==> src/rtl/tmept_loader.sv <==
// Boot-time program loader: parses checksummed frames from a byte stream, writes
// their payload into program RAM and holds the CPU in reset until the end command.
module tmept_loader #(
    parameter int unsigned TIMEOUT   = 65535,
    parameter logic [7:0]  SYNC_DATA = 8'hA5,
    parameter logic [7:0]  SYNC_END  = 8'h5A
) (
    input  logic        clk,
    input  logic        rst_n,
    input  logic [7:0]  rx_data,
    input  logic        rx_valid,
    output logic        rx_ready,
    output logic        wr_en,
    output logic [15:0] wr_addr,
    output logic [7:0]  wr_data,
    output logic        cpu_hold,
    output logic        load_done,
    output logic        err_chk,
    output logic        err_timeout,
    output logic [7:0]  frames_ok
);

    typedef enum logic [2:0] {
        ST_HUNT   = 3'd0,
        ST_ADDR_H = 3'd1,
        ST_ADDR_L = 3'd2,
        ST_LEN    = 3'd3,
        ST_DATA   = 3'd4,
        ST_CHK    = 3'd5,
        ST_DONE   = 3'd6
    } state_t;

    localparam logic [15:0] IDLE_LAST = 16'(TIMEOUT - 1);

    // Running frame checksum: plain modulo-256 sum.
    function automatic logic [7:0] chk_add(input logic [7:0] acc, input logic [7:0] b);
        chk_add = acc + b;
    endfunction

    state_t       state_r, state_s;
    logic [7:0]   sum_r;
    logic [15:0]  ptr_r;
    logic [8:0]   cnt_r;
    logic [15:0]  idle_r;
    logic         wr_en_r, cpu_hold_r, load_done_r, err_chk_r, err_timeout_r;
    logic [15:0]  wr_addr_r;
    logic [7:0]   wr_data_r, frames_ok_r;

    logic         rx_ready_s, accept_s, in_frame_s, timeout_s;
    logic         wr_fire_s, frame_good_s, frame_bad_s;
    logic [7:0]   sum_next_s;

    assign rx_ready_s = (state_r != ST_DONE);
    assign accept_s   = rx_valid & rx_ready_s;
    assign in_frame_s = (state_r != ST_HUNT) && (state_r != ST_DONE);
    // An accept in the expiry cycle wins over the timeout.
    assign timeout_s  = in_frame_s && !accept_s && (idle_r == IDLE_LAST);
    assign sum_next_s = chk_add(sum_r, rx_data);

    // Next-state and per-byte action decode.
    always_comb begin
        state_s      = state_r;
        wr_fire_s    = 1'b0;
        frame_good_s = 1'b0;
        frame_bad_s  = 1'b0;
        case (state_r)
            ST_HUNT: begin
                if (accept_s && rx_data == SYNC_DATA) begin
                    state_s = ST_ADDR_H;
                end else if (accept_s && rx_data == SYNC_END) begin
                    state_s = ST_DONE;
                end else begin
                    state_s = ST_HUNT;
                end
            end
            ST_ADDR_H: begin
                if (accept_s) state_s = ST_ADDR_L;
                else if (timeout_s) state_s = ST_HUNT;
                else state_s = ST_ADDR_H;
            end
            ST_ADDR_L: begin
                if (accept_s) state_s = ST_LEN;
                else if (timeout_s) state_s = ST_HUNT;
                else state_s = ST_ADDR_L;
            end
            ST_LEN: begin
                if (accept_s) state_s = ST_DATA;
                else if (timeout_s) state_s = ST_HUNT;
                else state_s = ST_LEN;
            end
            ST_DATA: begin
                if (accept_s) begin
                    wr_fire_s = 1'b1;
                    if (cnt_r == 9'd1) state_s = ST_CHK;
                    else state_s = ST_DATA;
                end else if (timeout_s) begin
                    state_s = ST_HUNT;
                end else begin
                    state_s = ST_DATA;
                end
            end
            ST_CHK: begin
                if (accept_s) begin
                    state_s = ST_HUNT;
                    if (sum_next_s == 8'h00) frame_good_s = 1'b1;
                    else frame_bad_s = 1'b1;
                end else if (timeout_s) begin
                    state_s = ST_HUNT;
                end else begin
                    state_s = ST_CHK;
                end
            end
            ST_DONE: state_s = ST_DONE;
            default: state_s = ST_HUNT;
        endcase
    end

    // State register.
    always_ff @(posedge clk or negedge rst_n) begin
        if (!rst_n) state_r <= ST_HUNT;
        else        state_r <= state_s;
    end

    // Frame datapath: checksum, pointer, remaining count and idle timer.
    always_ff @(posedge clk or negedge rst_n) begin
        if (!rst_n) begin
            sum_r  <= 8'h00;
            ptr_r  <= 16'h0000;
            cnt_r  <= 9'd0;
            idle_r <= 16'h0000;
        end else begin
            if (!in_frame_s || accept_s || timeout_s) idle_r <= 16'h0000;
            else                                      idle_r <= idle_r + 16'd1;
            if (accept_s) begin
                sum_r <= (state_r == ST_HUNT) ? 8'h00 : sum_next_s;
                case (state_r)
                    ST_ADDR_H: ptr_r[15:8] <= rx_data;
                    ST_ADDR_L: ptr_r[7:0]  <= rx_data;
                    ST_LEN:    cnt_r <= (rx_data == 8'h00) ? 9'd256 : {1'b0, rx_data};
                    ST_DATA: begin
                        ptr_r <= ptr_r + 16'd1;
                        cnt_r <= cnt_r - 9'd1;
                    end
                    default: ;
                endcase
            end
        end
    end

    // Registered RAM write port and status outputs.
    always_ff @(posedge clk or negedge rst_n) begin
        if (!rst_n) begin
            wr_en_r       <= 1'b0;
            wr_addr_r     <= 16'h0000;
            wr_data_r     <= 8'h00;
            cpu_hold_r    <= 1'b1;
            load_done_r   <= 1'b0;
            err_chk_r     <= 1'b0;
            err_timeout_r <= 1'b0;
            frames_ok_r   <= 8'h00;
        end else begin
            wr_en_r <= wr_fire_s;
            if (wr_fire_s) begin
                wr_addr_r <= ptr_r;
                wr_data_r <= rx_data;
            end
            if (state_s == ST_DONE) begin
                cpu_hold_r  <= 1'b0;
                load_done_r <= 1'b1;
            end
            if (frame_bad_s) err_chk_r <= 1'b1;
            if (timeout_s)   err_timeout_r <= 1'b1;
            if (frame_good_s && frames_ok_r != 8'hFF) frames_ok_r <= frames_ok_r + 8'd1;
        end
    end

    assign rx_ready    = rx_ready_s;
    assign wr_en       = wr_en_r;
    assign wr_addr     = wr_addr_r;
    assign wr_data     = wr_data_r;
    assign cpu_hold    = cpu_hold_r;
    assign load_done   = load_done_r;
    assign err_chk     = err_chk_r;
    assign err_timeout = err_timeout_r;
    assign frames_ok   = frames_ok_r;

endmodule

==> config.mk <==
export PLATFORM = sky130hd
export DESIGN_NAME = tmept_loader
export DESIGN_NICKNAME = d
export VERILOG_FILES = /design/src/rtl/tmept_loader.sv
export SDC_FILE = /design/constraint.sdc
export NUM_CORES = 1
export LEC_CHECK = 0
export CORE_UTILIZATION = 35
export DETAILED_ROUTE_END_ITERATION = 16
export PLACE_DENSITY = 0.6
export SYNTH_ARGS = -nofsm -noshare
export SYNTH_HDL_FRONTEND = slang
export SYNTH_SLANG_ARGS = --single-unit
==> constraint.sdc <==
create_clock -name clk -period 3.5 [get_ports clk]
set_input_delay 0.525 -clock clk [delete_from_list [all_inputs] [get_ports clk]]
set_output_delay 0.525 -clock clk [all_outputs]
set_load 0.1 [all_outputs]
* Yosys cells after proc, flatten, opt, wreduce, memory -nomap -nowiden *
Index checks and enable logic that the tools add are counted.
Widths: inputs -> output; s select.

storage, ports and cells
  flip-flop bits (word level) = 89
  input port bits = 11
  output and inout port bits = 38
  word-level logic and storage cells = 81

cells by class
  add/subtract/negate cells = 5
  eq/ne operators = 13
  muxes and demuxes = 28
  bitwise operators = 1
  reduce and logical (&&, ||, !) cells = 20

operators by type and width
  operator               number
  $add 16x1->16 const B  2
  $pmux 8 s2             2
  $mux 3                 7
  $pmux 3 s7             1
  $pmux 9 s2             1
  $eq 16x16->1 const B   1
  $logic_not 8->1        2
  $mux 16                1
  $eq 3x3->1 const B     4
  $mux 1                 10
  $eq 9x1->1 const B     1
  $mux 9                 1
  $sub 9x1->9 const B    1
  $add 8x1->8 const B    1
  $add 8x8->8            1
  $eq 8x7->1 const B     1
  $eq 8x8->1 const B     1
  $mux 2                 4
  $mux 8                 1
  $ne 8x8->1 const B     1
  $eq 3x2->1 const B     2
  $logic_and 1x1->1      6
  $reduce_and 2->1       3
  $reduce_bool 2->1      3
  other kinds (7)        9

* Longest topological paths before layout *
Gate-level depths: netlist of run 1.

  depth in word-level cells = 9
  depth in mapped cells = 9

* Worst setup path after synthesis of run 1 *
OpenSTA, ideal clock, no wires.

  path kind = input port to flip-flop
  from = input port rx_data[0]
  to = register frames_ok_r[1], in the netlist frames_ok[1]
  setup time = 0.126 ns
  data arrival time = 2.638 ns
  slack = 0.737 ns
  stages on the path = 8
  path buffers = 0
  cells stage by stage = ha_1 -> fa_1 -> a211oi_1 -> or4b_2 -> nand3_1 -> nor4_4 -> nand2_4 -> mux2_4

on the way
  cells in the longest elaborated chain, start to end = 6

RTL lines
  element               line  source
  from (decl)           10    input logic [7:0] rx_data,
  $add 8x8->8           37    chk_add = acc + b;
  $logic_not 8->1       105   if (sum_next_s == 8'h00) frame_good_s = 1'b1;
  $mux 1                105
  $mux 1                103   if (accept_s) begin
  $mux 1                66    case (state_r)
  $logic_and 1x1->1     173   if (frame_good_s && frames_ok_r != 8'hFF) frames_ok_r <= frames_ok_r + 8'd1;
  to (signal assigned)  173
  to (decl)             47    logic [7:0] wr_data_r, frames_ok_r;

Every way passes these cells.
A chain may end at the register's enable or synchronous reset.

* Worst setup path after layout of run 1 *
  from = input port rx_data[3]
  to = register frames_ok_r[1], in the netlist frames_ok[1]

Same word-level chain as after synthesis.

==> results of run 1 <==
-- critical path, cell delays in order --
cell	delay, ns
clkdlybuf4s50_1	0.52
ha_1	0.41
o211ai_1	0.14
or3_1	0.33
a32o_2	0.31
nor4_4	0.28
buf_4	0.21
nand2_4	0.07
mux2_4	0.31
-- state kept, by name, summed over array words and instances, names as in the netlist --
register and flops:
err_chk 1, sum_r 8, err_timeout 1, ptr_r 16
wr_data 8, wr_en 1, wr_addr 16, idle_r 16
state_r 3, frames_ok 8, load_done 1, cpu_hold 1
cnt_r 9
-- cell type report --
type / instances / area [um^2]
multi-input combinational: 409 / 2390
fill: 1334 / 7430
tap: 176 / 220
timing repair buffer: 69 / 633
clock inverter: 6 / 67.6
clock buffer: 10 / 229
sequential: 89 / 2230
inverter: 11 / 41.3
-- layout by cell type (no fill, tap or decap), drive strengths merged, types with 6 or more instances in the layout --
master / n
clkbuf: 10
o21ai: 34
nand4: 10
clkdlybuf4s50: 46
nor2: 53
nor2b: 9
buf: 23
nand2: 99
xor2: 14
a22oi: 7
nor4: 6
xnor2: 13
nand3: 19
and3: 11
nor3: 9
inv: 10
a21oi: 32
dfrtp: 88
ha: 13
-- how the worst max path moves through the flow --
stage	start	endpoint	slack [ns]	depth (start not counted)
2_1_floorplan	rx_data[0]	frames_ok[1]$_DFFE_PN0P_	0.74	8
3_3_place_gp	rx_data[0]	frames_ok[1]$_DFFE_PN0P_	0.28	10
3_5_place_dp	rx_data[0]	frames_ok[1]$_DFFE_PN0P_	0.26	10
4_1_cts	rx_data[0]	frames_ok[1]$_DFFE_PN0P_	0.60	10
5_1_grt	state_r[1]$_DFF_PN0_	cnt_r[4]$_DFFE_PN0P_	0.40	6
6_report	rx_data[3]	frames_ok[1]$_DFFE_PN0P_	0.62	9
-- power breakdown --
part           leakage [uW]  switching, uW  internal [uW]  total, uW
clock              0.000139            413            556        969
combinational       0.00129           1980            833       2820
sequential          0.00112            338           1360       1700
-- stage by stage --
step | setup slack, ns | utilization, % | hold WS (ns)
floorplan | 0.737 | - | 0.229
global placement | 0.278 | 41.7 | 0.456
detailed placement | 0.255 | 41.7 | 0.465
CTS | 0.603 | 43.9 | 0.180
global route | 0.403 | 43.9 | 0.179
finish | 0.617 | 43.9 | 0.147
-- routing by layer --
metal / routed length, um / share of wire, % / vias to the layer above
met5: 0 / 0 / -
met4: 170 / 1.4 / 0
met3: 486 / 4.0 / 12
met2: 5600 / 47 / 85
met1: 5770 / 48 / 2011
li1: - / - / 1993
-- kinds of logic (layout without fill, tap and decap cells) --
group                      count (synthesis)  in the layout  synth area share (%)
buffers and inverters                     36             96                  2.92
muxes                                      1              1                 0.315
AOI/OAI and AO/OA                        122            122                  16.5
adders and majority gates                 14             14                  3.84
xor gates and xnor gates                  27             27                  4.97
and+or+nand+nor                          245            245                  24.7
DFF                                       89             89                  46.8
==> metrics.cfg, run 1 <==
[status]
status=completed

[routing]
antenna_left=0
wl_per_cell_um=15.6
viasPerCell=5.33
dr.first_iter.drc_count=261
drc=0
vias=4101
routed_wl_um=12000
drt_pass1_iterations=4

[worst_setup_path]
start_kind=input port
r2r_cells=6
reg2reg_slack_ns=0.67
critical_path_class=in -> reg
rr_startpoint=state_r[1]$_DFF_PN0_
arrival_ns=3.11
cp_max_fo=8
r2r-end=cnt_r[1]$_DFFE_PN0P_
worstPathRequired_ns=3.73
endpoint_kind=flop

[clocking]
cts_setup_buffers=0
cts_inserted_buffers=9
h-tree-depth=3
cts_num_sinks=89
cts.hold.buffers_added=0
cts.clk_slew.worst_paths_ns=0.07
cts_buffer_depth=2
clockRootBuffer=clkbuf_16
cts_tree=yes
clk_latency_ns=0.34
post_cts_resize_count=0

[global_route]
grt_use_met1_pct=24.6
grt_pass1_vias=4100
grt_max_degree=41
grt_pass1_wl_um=20200
antenna_found_initial=0
track_usage_pct=18.1
use_met3_pct=3.91
grt-busiest-layer=met2
met2_usage_pct=29.1
grt-ovfl-total=0

[floorplanning]
coreArea_mm2=0.0132
fp.dieW_um=119
die_h_um=119
ios=49
initial_utilization_pct=36.0
dieArea_mm2=0.0141
row_count=42

[timing]
finalSetupViolations=0
finalSetupTns_ns=0
finalCriticalPeriod_ns=2.88
hold_viol_final=0
rsz0062_at_grt=false
fmax_mhz=347
worst_slew_pin_slew_ns=1.13
maxSlewHeadroom_pct=23.9
slew_viol_final=0
timing.final.crit_share_pct=82.4
fin_skew_ns=0.00857

[synth]
syn_area_mm2=0.00476
avgSynthCellArea_um2=8.92
synth_most_common_cell=nand2_1
synth_edf_count=0
synth_top_cell_area_share_pct=46.2
ys.flop_type=dfrtp_1
netlist_top_cells_area=dfrtp_1 (46%), nand2_1 (7.7%), nor2_1 (4.2%), ha_1 (3.4%), a21oi_1 (3.4%)
async_reset_ff_share_pct=100
ys_warn_count=0
synth-seq-cells=89
synth_top_area_cell=dfrtp_1
yosysUniqueCellTypes=61
synth_seq_area_share_pct=46.8
synth_cells=534
synth_fp_nets=559
synth_commonest_cells=nand2_1 (98), dfrtp_1 (88), nor2_1 (53), a21oi_1 (32), o21ai_0 (32)

[pwr]
finalPower_uw=5490
powerDensity_mw_per_mm2=944
leakagePower_uw=0.00255
ir_worst_vdd_mv=0.510

[final_layout]
final_nets=614
drive_gt1_share_pct=9.43
fin_cells=770
syn_to_final_growth_pct=22.1
n_antenna_cell=0
final_cell_area_mm2=0.00581

[placed_design]
io_buffers=48
dp_cells=754
placed_area_mm2=0.00552
gp_congestion=0.821
dp_hpwl_um=8530

[run]
maxCapViolations=0

[min_path]
holdCritPathClass=in -> async

Note: power is estimated with default switching activity, not from simulation.
==> run 2, diff against run 1 <==
- PLACE_DENSITY: 0.6 -> 0.62
- clock period: 3.5 -> 2.5 ns (I/O delays scaled with it)
==> metrics.cfg, run 2 (synthesis results as in run 1) <==
[status]
status=finished, violations left
failed_checks=setup timing

[floorplanning]
initial_utilization_pct=36.0
dieArea_mm2=0.0141
die_h_um=119
row_count=42
ios=49
fp.dieW_um=119
coreArea_mm2=0.0132

[timing]
finalCriticalPeriod_ns=2.54
fin_skew_ns=0.00953
finalSetupTns_ns=-0.0382
hold_slack_ns=0.0344
rsz0062_at_grt=true
finalSetupViolations=1
worst_slew_pin_slew_ns=1.10
hold_viol_final=0
maxSlewHeadroom_pct=26.4
fin_ws_ns=-0.0382
fmax_mhz=394
timing.final.crit_share_pct=102
slew_viol_final=0

[final_layout]
final_nets=639
layout_commonest_cell=nand2_1
syn_to_final_growth_pct=26.9
layout_common_cells=nand2_1 (98), dfrtp_1 (88), buf_4 (82)
drive_gt1_share_pct=21.0
seq_area_mm2=0.00223
n_antenna_cell=0
multi_input_area_mm2=0.00250
fillCellCount=1313

[clocking]
cts_tree=yes
h-tree-depth=3
clk_latency_ns=0.35
cts.hold.buffers_added=0
cts.clk_slew.worst_paths_ns=0.07
cts_num_sinks=89
cts_buffer_depth=2
cts_inserted_buffers=9
clockRootBuffer=clkbuf_16

[global_route]
grt_pass1_wl_um=21200
grt-ovfl-total=0
grt_max_degree=45
grt_pass1_vias=4107
antenna_found_initial=0
track_usage_pct=19.2

[placed_design]
gp_congestion=0.805
dp_hpwl_um=8820
dp_worst_setup_slack_ns=-0.519
io_buffers=48

[worst_setup_path]
arrival_ns=2.78
worstPathRequired_ns=2.74
crit_chain=ha_2, fa_2, a211oi_4, or4b_4, nand3_4, nor4_4, buf_6, nand2_4, mux2_4
cp_max_fo=7
critPathSlowestCell=dfrtp_1
worst-path-buf-inv=1
critical_path_class=reg -> reg
start_kind=flop
endpoint_kind=flop
cpPeakStageDelay_ns=0.40
cp_top_family=simple AND/OR/NAND/NOR gates

[pwr]
powerDensity_mw_per_mm2=1330
p_int_uw=4070
leakagePower_uw=0.00277
pwr-share-clk_pct=17.4
ir_worst_vdd_mv=0.669
seq_power_share_pct=29.4
swShare_pct=49.3
switching_power_uw=3950
combinationalPowerShare_pct=53.2

[min_path]
holdCritPathClass=in -> async

[routing]
wl_per_cell_um=15.9
dr.first_iter.drc_count=295
routed_wl_um=12600
antenna_left=0
vias=4232
viasPerCell=5.32
drt_pass1_iterations=5
drc=0

[run]
maxCapViolations=0

-- run 2: cell types whose count changed in the layout (fill, tap and decap cells not counted), moves of 5 or more --
cell	before	now
buf_4	23	82
clkdlybuf4s50_1	46	2
dlygate4sd2_1	0	7
ha_1	13	7
ha_4	0	5
-- run 2: final timing paths --
path / from / endpoint / slack, ns / cells past startpoint
worst max-delay path: sum_r[0]$_DFFE_PN0P_ / frames_ok[1]$_DFFE_PN0P_ / -0.04 / 9
worst min-delay path: rst_n / wr_addr[11]$_DFFE_PN0P_ / 0.03 / 1
worst max register to register: sum_r[0]$_DFFE_PN0P_ / frames_ok[1]$_DFFE_PN0P_ / -0.04 / 9
worst min register to register: wr_addr[9]$_DFFE_PN0P_ / wr_addr[9]$_DFFE_PN0P_ / 0.47 / 2
max in group asynchronous: rst_n / err_chk$_DFFE_PN0P_ / 1.81 / 2
min in group clk: wr_addr[9]$_DFFE_PN0P_ / wr_addr[9]$_DFFE_PN0P_ / 0.47 / 2
-- run 2: cell type report --
class,count,area share (%)
Clock buffer,10,3.95
Clock inverter,6,1.08
Inverter,11,0.683
Multi-Input combinational cell,409,41.4
Sequential cell,89,36.9
Tap cell,176,3.64
Timing Repair Buffer,94,12.4
-- run 2: power by group through the flow --
stage	clock (uW)	combinational [uW]	sequential, uW
final	1400	4270	2360
after global routing	1500	4620	2430
after CTS	1430	4270	2350
after detailed placement	0	4170	2350
after global placement	0	4120	2330
after floorplan	0	1730	3620
-- run 2: timing repair --
action                     CTS  global route
pin swaps                    8             7
gates resized for setup     16             2
buffers inserted             1             0
setup endpoints to repair    9             7
-- run 2: metal layers --
| metal | track usage [%] | share of wire, % | up-vias | routed length, um |
|---|---|---|---|---|
| met1 | 26.2 | 47 | 2038 | 5960 |
| met4 | 6.25 | 2.2 | 0 | 272 |
| met3 | 4.63 | 5.6 | 29 | 705 |
| met5 | 0 | 0 | - | 0 |
| li1 | - | - | 2036 | - |
| met2 | 29.6 | 45 | 129 | 5670 |
-- run 2: stage by stage --
stage | cells | power, uW | utilization [%] | cell area [um^2]
floorplan | 534 | 5340 | - | 4780
global placement | 778 | 6450 | 42.6 | 5650
detailed placement | 778 | 6520 | 42.6 | 5650
CTS | 795 | 8050 | 45.6 | 6030
global route | 795 | 8550 | 45.6 | 6040
finish | 795 | 8020 | 45.6 | 6040
==> edit 1 (config.mk and constraints of run 2) <==
`TIMEOUT`: 65535 -> 49151.
--- a/src/rtl/tmept_loader.sv
+++ b/src/rtl/tmept_loader.sv
@@ -1,7 +1,7 @@
 // Boot-time program loader: parses checksummed frames from a byte stream, writes
 // their payload into program RAM and holds the CPU in reset until the end command.
 module tmept_loader #(
-    parameter int unsigned TIMEOUT   = 65535,
+    parameter int unsigned TIMEOUT   = 49151,
     parameter logic [7:0]  SYNC_DATA = 8'hA5,
     parameter logic [7:0]  SYNC_END  = 8'h5A
 ) (
Check against the original RTL: same outputs for any inputs over 4 cycles, from zero or initial values and one cycle with rst_n low; that may be too few to reach the edited logic, so the function may still have changed.
==> edit 1 against run 2 <==
Worst setup slack better by 0.053 ns. Synthesized cell count down 10%. Sequential cell count unchanged. Non-clock buffer count down 3. Total power down 0.98%. Largest power group unchanged. Core utilization up 1.0 points. Die area down 1.4%. Synthesized area down 1.4%. Hold slack better by 0.43 ns. Final area down 0.95%. Largest cell class unchanged. Routed wire length down 8.3%. Sequential share of layout area up 0.35 points.
==> edit 1: results (changes against run 2) <==
- Status: completed (was complete, but fails checks)
- Clkbuf count: 11 (was 10)
- Layout cells sized above 1: 26.2% (was 21.0%)
- WL final: 11600 um (was 12600 um)
- Layout area overhead: 27.5% (was 26.9%)
- Largest net degree at the start of global routing: 66 (was 45)
- Drt initial violations: 239 (was 295)
- Seq_cells: 89 (unchanged)
- Invs w/o clock: 12 (was 11)
- #MultiIn Comb: 360 (was 409)
- VDD IR max: 0.802 mV (was 0.669 mV)
- Bufs w/o clock: 91 (was 94)
- Post-synth top cells: 88 x dfrtp_1, 56 x nor2_1, 37 x a21oi_1, 32 x o21ai_0, 31 x nand2_1 (was 98 x nand2_1, 88 x dfrtp_1, 53 x nor2_1, 32 x a21oi_1, 32 x o21ai_0)
- Post-synthesis mux area share: 6.05% (was 0.315%)
- Area after DPL: 5540 um2 (was 5650 um2)
- Worst-path maximum fanout: 5 (was 7)
- Yosys warns: 0 (unchanged)
- Kind of critical path: register to register (unchanged)
- Crit path from: sum_r[1]$_DFFE_PN0P_ (was sum_r[0]$_DFFE_PN0P_)
- Lkg Pwr: 2.62 nW (was 2.77 nW)
- Sequential cell area share: 37.2% (was 36.9%)
- Initial antenna violation count: 0 (unchanged)
- Clock power frac: 16.6% (was 17.4%)
- Post-synthesis sequential area ratio: 47.5% (was 46.8%)
- Worst R2R Path Depth: 8 (was 9)
- Buffering overhead: 12.4% (about the same)
- Final RePlAce weighted congestion: 0.783 (was 0.805)
- ANT cells: 0 (unchanged)
- Top Family by Delay on Critical Path: simple AND/OR/NAND/NOR gates (unchanged)
- Nets: 588 (was 639)
- Max transition margin: 61.7% (was 26.4%)
- Syn nets: 504 (was 559)
- Synth area leaders: dfrtp_1 47%, mux2_2 5.5%, nor2_1 4.5%, a21oi_1 3.9%, ha_1 3.5% (was dfrtp_1 46%, nand2_1 7.7%, nor2_1 4.2%, ha_1 3.4%, a21oi_1 3.4%)
- Clock buf/inv share: 4.87% (was 5.03%)
- Htree depth: 3 (unchanged)
- Final hold slack: 0.468 ns (was 0.0344 ns)
- First-pass GRT wire length: 19500 um (was 21200 um)
- DPL Wire Length: 8270 um (was 8820 um)
- Sw Ratio: 49.0% (was 49.3%)
- Ys flop type: dfrtp_1 (unchanged)
- Clk Latency, worst-skew pair: 0.35 ns (about the same)
- Fraction of area in multi-input gates: 41.1% (was 41.4%)
- First-pass DRT Iterations: 4 (was 5)
- Worst reg2reg setup slack: 0.01 ns (was -0.04 ns)
- Post-synth EDFFs: 0 (unchanged)
- Xor-xnor portion of the synthesized cell area: 4.67% (was 4.97%)
- Inserted Clock Buffers: 9 (unchanged)
- CP arrival: 2.72 ns (was 2.78 ns)
- Filler instances: 1222 (was 1313)
- Vias in the first global route: 3891 (was 4107)
- Skew final: 0.00757 ns (was 0.00953 ns)
- Synth Area in Compound Gates: 17.4% (was 16.5%)
- Total GRT Usage: 17.5% (was 19.2%)
- Post-Synth Adder-Cell Area: 3.89% (was 3.84%)
- Synth unique cells: 58 (was 61)
- Synthesized area: 4690 um2 (was 4760 um2)
- Via density per instance: 5.28 (was 5.32)
==> edit 1: what timing repair did <==
item,4_1_cts,5_1_grt
resized for setup,18,3
endpoints found under the hold margin,24,0
setup buffers,3,2
hold buffers,1,0
setup endpoints to repair,8,8
pin swaps,6,2
==> edit 1: power groups by stage <==
stage | registers, mW | logic (mW) | clock network, mW
final | 2.35 | 4.28 | 1.32
after global routing | 2.42 | 4.58 | 1.40
after CTS | 2.35 | 4.26 | 1.35
after detailed placement | 2.36 | 4.14 | 0
after global placement | 2.33 | 4.06 | 0
after floorplan | 3.74 | 1.65 | 0
==> edit 1: per-stage QoR <==
step | instances | setup slack (ns)
after floorplan | 479 | -0.00161
after detailed placement | 718 | -0.571
after global placement | 718 | -0.519
after CTS | 738 | 0.0121
after global routing | 740 | -0.102
final | 740 | 0.0144
==> edit 1: metal layers <==
layer	part of all wire (%)	up-vias	track usage (%)
met3	5.3	10	4.70
met1	47	1891	23.8
met4	1.0	0	4.97
li1	-	1915	-
met5	0	-	0
met2	47	89	27.3
==> edit 2 (flow settings as in run 2) <==
Without the edit above. Put one more register stage on the output `err_timeout`. The value now appears one clock later. The other outputs are not delayed to match.
--- a/src/rtl/tmept_loader.sv
+++ b/src/rtl/tmept_loader.sv
@@ -181,7 +181,9 @@
     assign cpu_hold    = cpu_hold_r;
     assign load_done   = load_done_r;
     assign err_chk     = err_chk_r;
-    assign err_timeout = err_timeout_r;
+    always_ff @(posedge clk) begin
+        err_timeout <= err_timeout_r;
+    end
     assign frames_ok   = frames_ok_r;
 
 endmodule
Function: same outputs for any inputs over 4 cycles, from zero or initial values and one cycle with rst_n low; that may be too few to reach the edited logic, so the function may still have changed.
==> edit 2 against run 2 <==
The run still ends with negative setup slack left. Cell count stayed put. Final area is 0.12% higher. Sequential cell count is 1 higher. Total power is 0.15% higher. Worst setup slack better by 0.029 ns. Routed wire length is 1.9% lower. Synthesized area is 0.42% higher.
==> edit 2: results (changes against run 2) <==
- Area after DPL: 5640 um2 (was 5650 um2)
- Xor-xnor portion of the synthesized cell area: 4.95% (was 4.97%)
- Post-Synth Adder-Cell Area: 3.82% (was 3.84%)
- CP arrival: 2.74 ns (was 2.78 ns)
- Skew final: 0.00771 ns (was 0.00953 ns)
- Total GRT Usage: 19.1% (was 19.2%)
- Clock Tree Buf Depth: 2 (unchanged)
- DPL Wire Length: 8660 um (was 8820 um)
- Via density per instance: 5.30 (was 5.32)
- Failing checks: negative setup slack (unchanged)
- Vias in the first global route: 4261 (was 4107)
- Post-synth EDFFs: 0 (unchanged)
- WL final: 12400 um (was 12600 um)
- Initial antenna violation count: 0 (unchanged)
- Final hold slack: 0.00451 ns (was 0.0344 ns)
- Layout cells sized above 1: 20.7% (was 21.0%)
- VDD IR max: 0.687 mV (was 0.669 mV)
- ANT cells: 0 (unchanged)
- Htree depth: 3 (unchanged)
- Post-synthesis sequential area ratio: 47.0% (was 46.8%)
- Nets: 639 (unchanged)
- Port bufs: 48 (unchanged)
- Syn nets: 560 (was 559)
- Largest net degree at the start of global routing: 50 (was 45)
- Synth unique cells: 62 (was 61)
- Max-Cap Viols: 0 (unchanged)
- End of the worst register-to-register path: frames_ok[1]$_DFFE_PN0P_ (unchanged)
- Detail Route Antenna Nets: 0 (unchanged)
- Synth Area in Compound Gates: 16.4% (was 16.5%)
- Post-synthesis mux area share: 0.314% (was 0.315%)
- Synth area leaders: dfrtp_1 46%, nand2_1 7.7%, nor2_1 4.2%, ha_1 3.4%, a21oi_1 3.3% (was dfrtp_1 46%, nand2_1 7.7%, nor2_1 4.2%, ha_1 3.4%, a21oi_1 3.4%)
- Inserted Clock Buffers: 9 (unchanged)
- Worst slew pin tran: 1.10 ns (about the same)
- Clk Latency, worst-skew pair: 0.36 ns
- Yosys warns: 0 (unchanged)
- Worst R2R Path Depth: 9 (unchanged)
- Final RePlAce weighted congestion: 0.831 (was 0.805)
- Setup Viol. Count Final: 1 (unchanged)
- Lkg Pwr: 2.76 nW (was 2.77 nW)
- Ys flop type: dfrtp_1 (unchanged)
- Worst min path class: input port to asynchronous set/reset pin (unchanged)
- Reg clk slew, reported paths: 0.07 ns (about the same)
- Clk root buf: clkbuf_16 (unchanged)
- Asr flop ratio synth: 98.9% (was 100%)
- Sw Ratio: 49.1% (was 49.3%)
- Setup WS post-layout: -0.00942 ns (was -0.0382 ns)
- First-pass GRT wire length: 21100 um (was 21200 um)
- FF-to-FF Start: sum_r[0]$_DFFE_PN0P_ (unchanged)
- First-pass DRT Iterations: 4 (was 5)
- Drt initial violations: 220 (was 295)
- Worst-path maximum fanout: 8 (was 7)
- Filler instances: 1281 (was 1313)
- Status: complete, but fails checks (unchanged)
- Post-synth top cells: 98 x nand2_1, 88 x dfrtp_1, 53 x nor2_1, 32 x a21oi_1, 32 x o21ai_0 (unchanged)
- Setup TNS: -0.00942 ns (was -0.0382 ns)
==> edit 2: layer usage <==
layer	vias up	wire (um)	GRT usage (%)
li1	2042	-	-
met1	2041	5710	24.6
met2	101	5620	29.7
met3	29	691	4.93
met4	0	350	9.65
met5	-	0	0
==> edit 2: logic make-up (layout without fill, tap and decap cells) <==
family	after synthesis	after routing
muxes	1	1
AOI/OAI and AO/OA	122	122
xor gates and xnor gates	27	27
and+or+nand+nor	245	245
buffers and inverters	36	120
adders and majority gates	14	14
DFF	90	90
==> edit 2: power groups by stage <==
| stage | clock (mW) | sequential [mW] | combinational, mW |
|---|---|---|---|
| after global placement | 0 | 2.36 | 4.07 |
| after CTS | 1.45 | 2.37 | 4.23 |
| after detailed placement | 0 | 2.38 | 4.13 |
| after global routing | 1.50 | 2.45 | 4.61 |
| final | 1.41 | 2.38 | 4.25 |
| after floorplan | 0 | 3.63 | 1.73 |
==> edit 2: cell type report <==
| type | count | area, um2 | share of cell area (%) |
|---|---|---|---|
| multi-input combinational | 409 | 2490 | 41.2 |
| timing repair buffer | 93 | 741 | 12.2 |
| sequential | 90 | 2250 | 37.2 |
| tap | 176 | 220 | 3.64 |
| clock inverter | 5 | 62.6 | 1.03 |
| clock buffer | 11 | 243 | 4.01 |
| inverter | 11 | 41.3 | 0.682 |
==> edit 2: critical path, stage by stage, from the launching register on <==
cell	delay (ns)
dfrtp_1	0.38
ha_2	0.20
fa_2	0.37
a211oi_4	0.25
or4b_4	0.19
nand3_2	0.11
nor4_4	0.34
buf_6	0.19
nand2_4	0.06
mux2_4	0.29
==> edit 2: worst max path at each step <==
stage	depth (start not counted)	slack, ns	to	startpoint
floorplan	8	-0.002	frames_ok[1]$_DFFE_PN0P_	rx_data[0]
global placement	10	-0.48	frames_ok[1]$_DFFE_PN0P_	rx_data[0]
detailed placement	10	-0.53	frames_ok[1]$_DFFE_PN0P_	rx_data[0]
CTS	8	0.01	frames_ok[1]$_DFFE_PN0P_	sum_r[6]$_DFFE_PN0P_
global route	9	-0.07	frames_ok[1]$_DFFE_PN0P_	sum_r[0]$_DFFE_PN0P_
finish	9	-0.009	frames_ok[1]$_DFFE_PN0P_	sum_r[0]$_DFFE_PN0P_
==> edit 2: timing repair <==
item / CTS / global route
pin swaps: 9 / 0
setup buffers: 4 / 0
resized for setup: 15 / 2
endpoints found under the setup margin: 7 / 3
hold buffers: 0 / 0
==> edit 2: stage by stage <==
stage	setup WS (ns)	total power [mW]	utilization (%)	cells
finish	-0.00942	8.03	45.5	795
global route	-0.0732	8.56	45.5	795
CTS	0.0105	8.05	45.4	795
detailed placement	-0.528	6.51	42.4	775
global placement	-0.485	6.43	42.4	775
floorplan	-0.00170	5.36	-	535
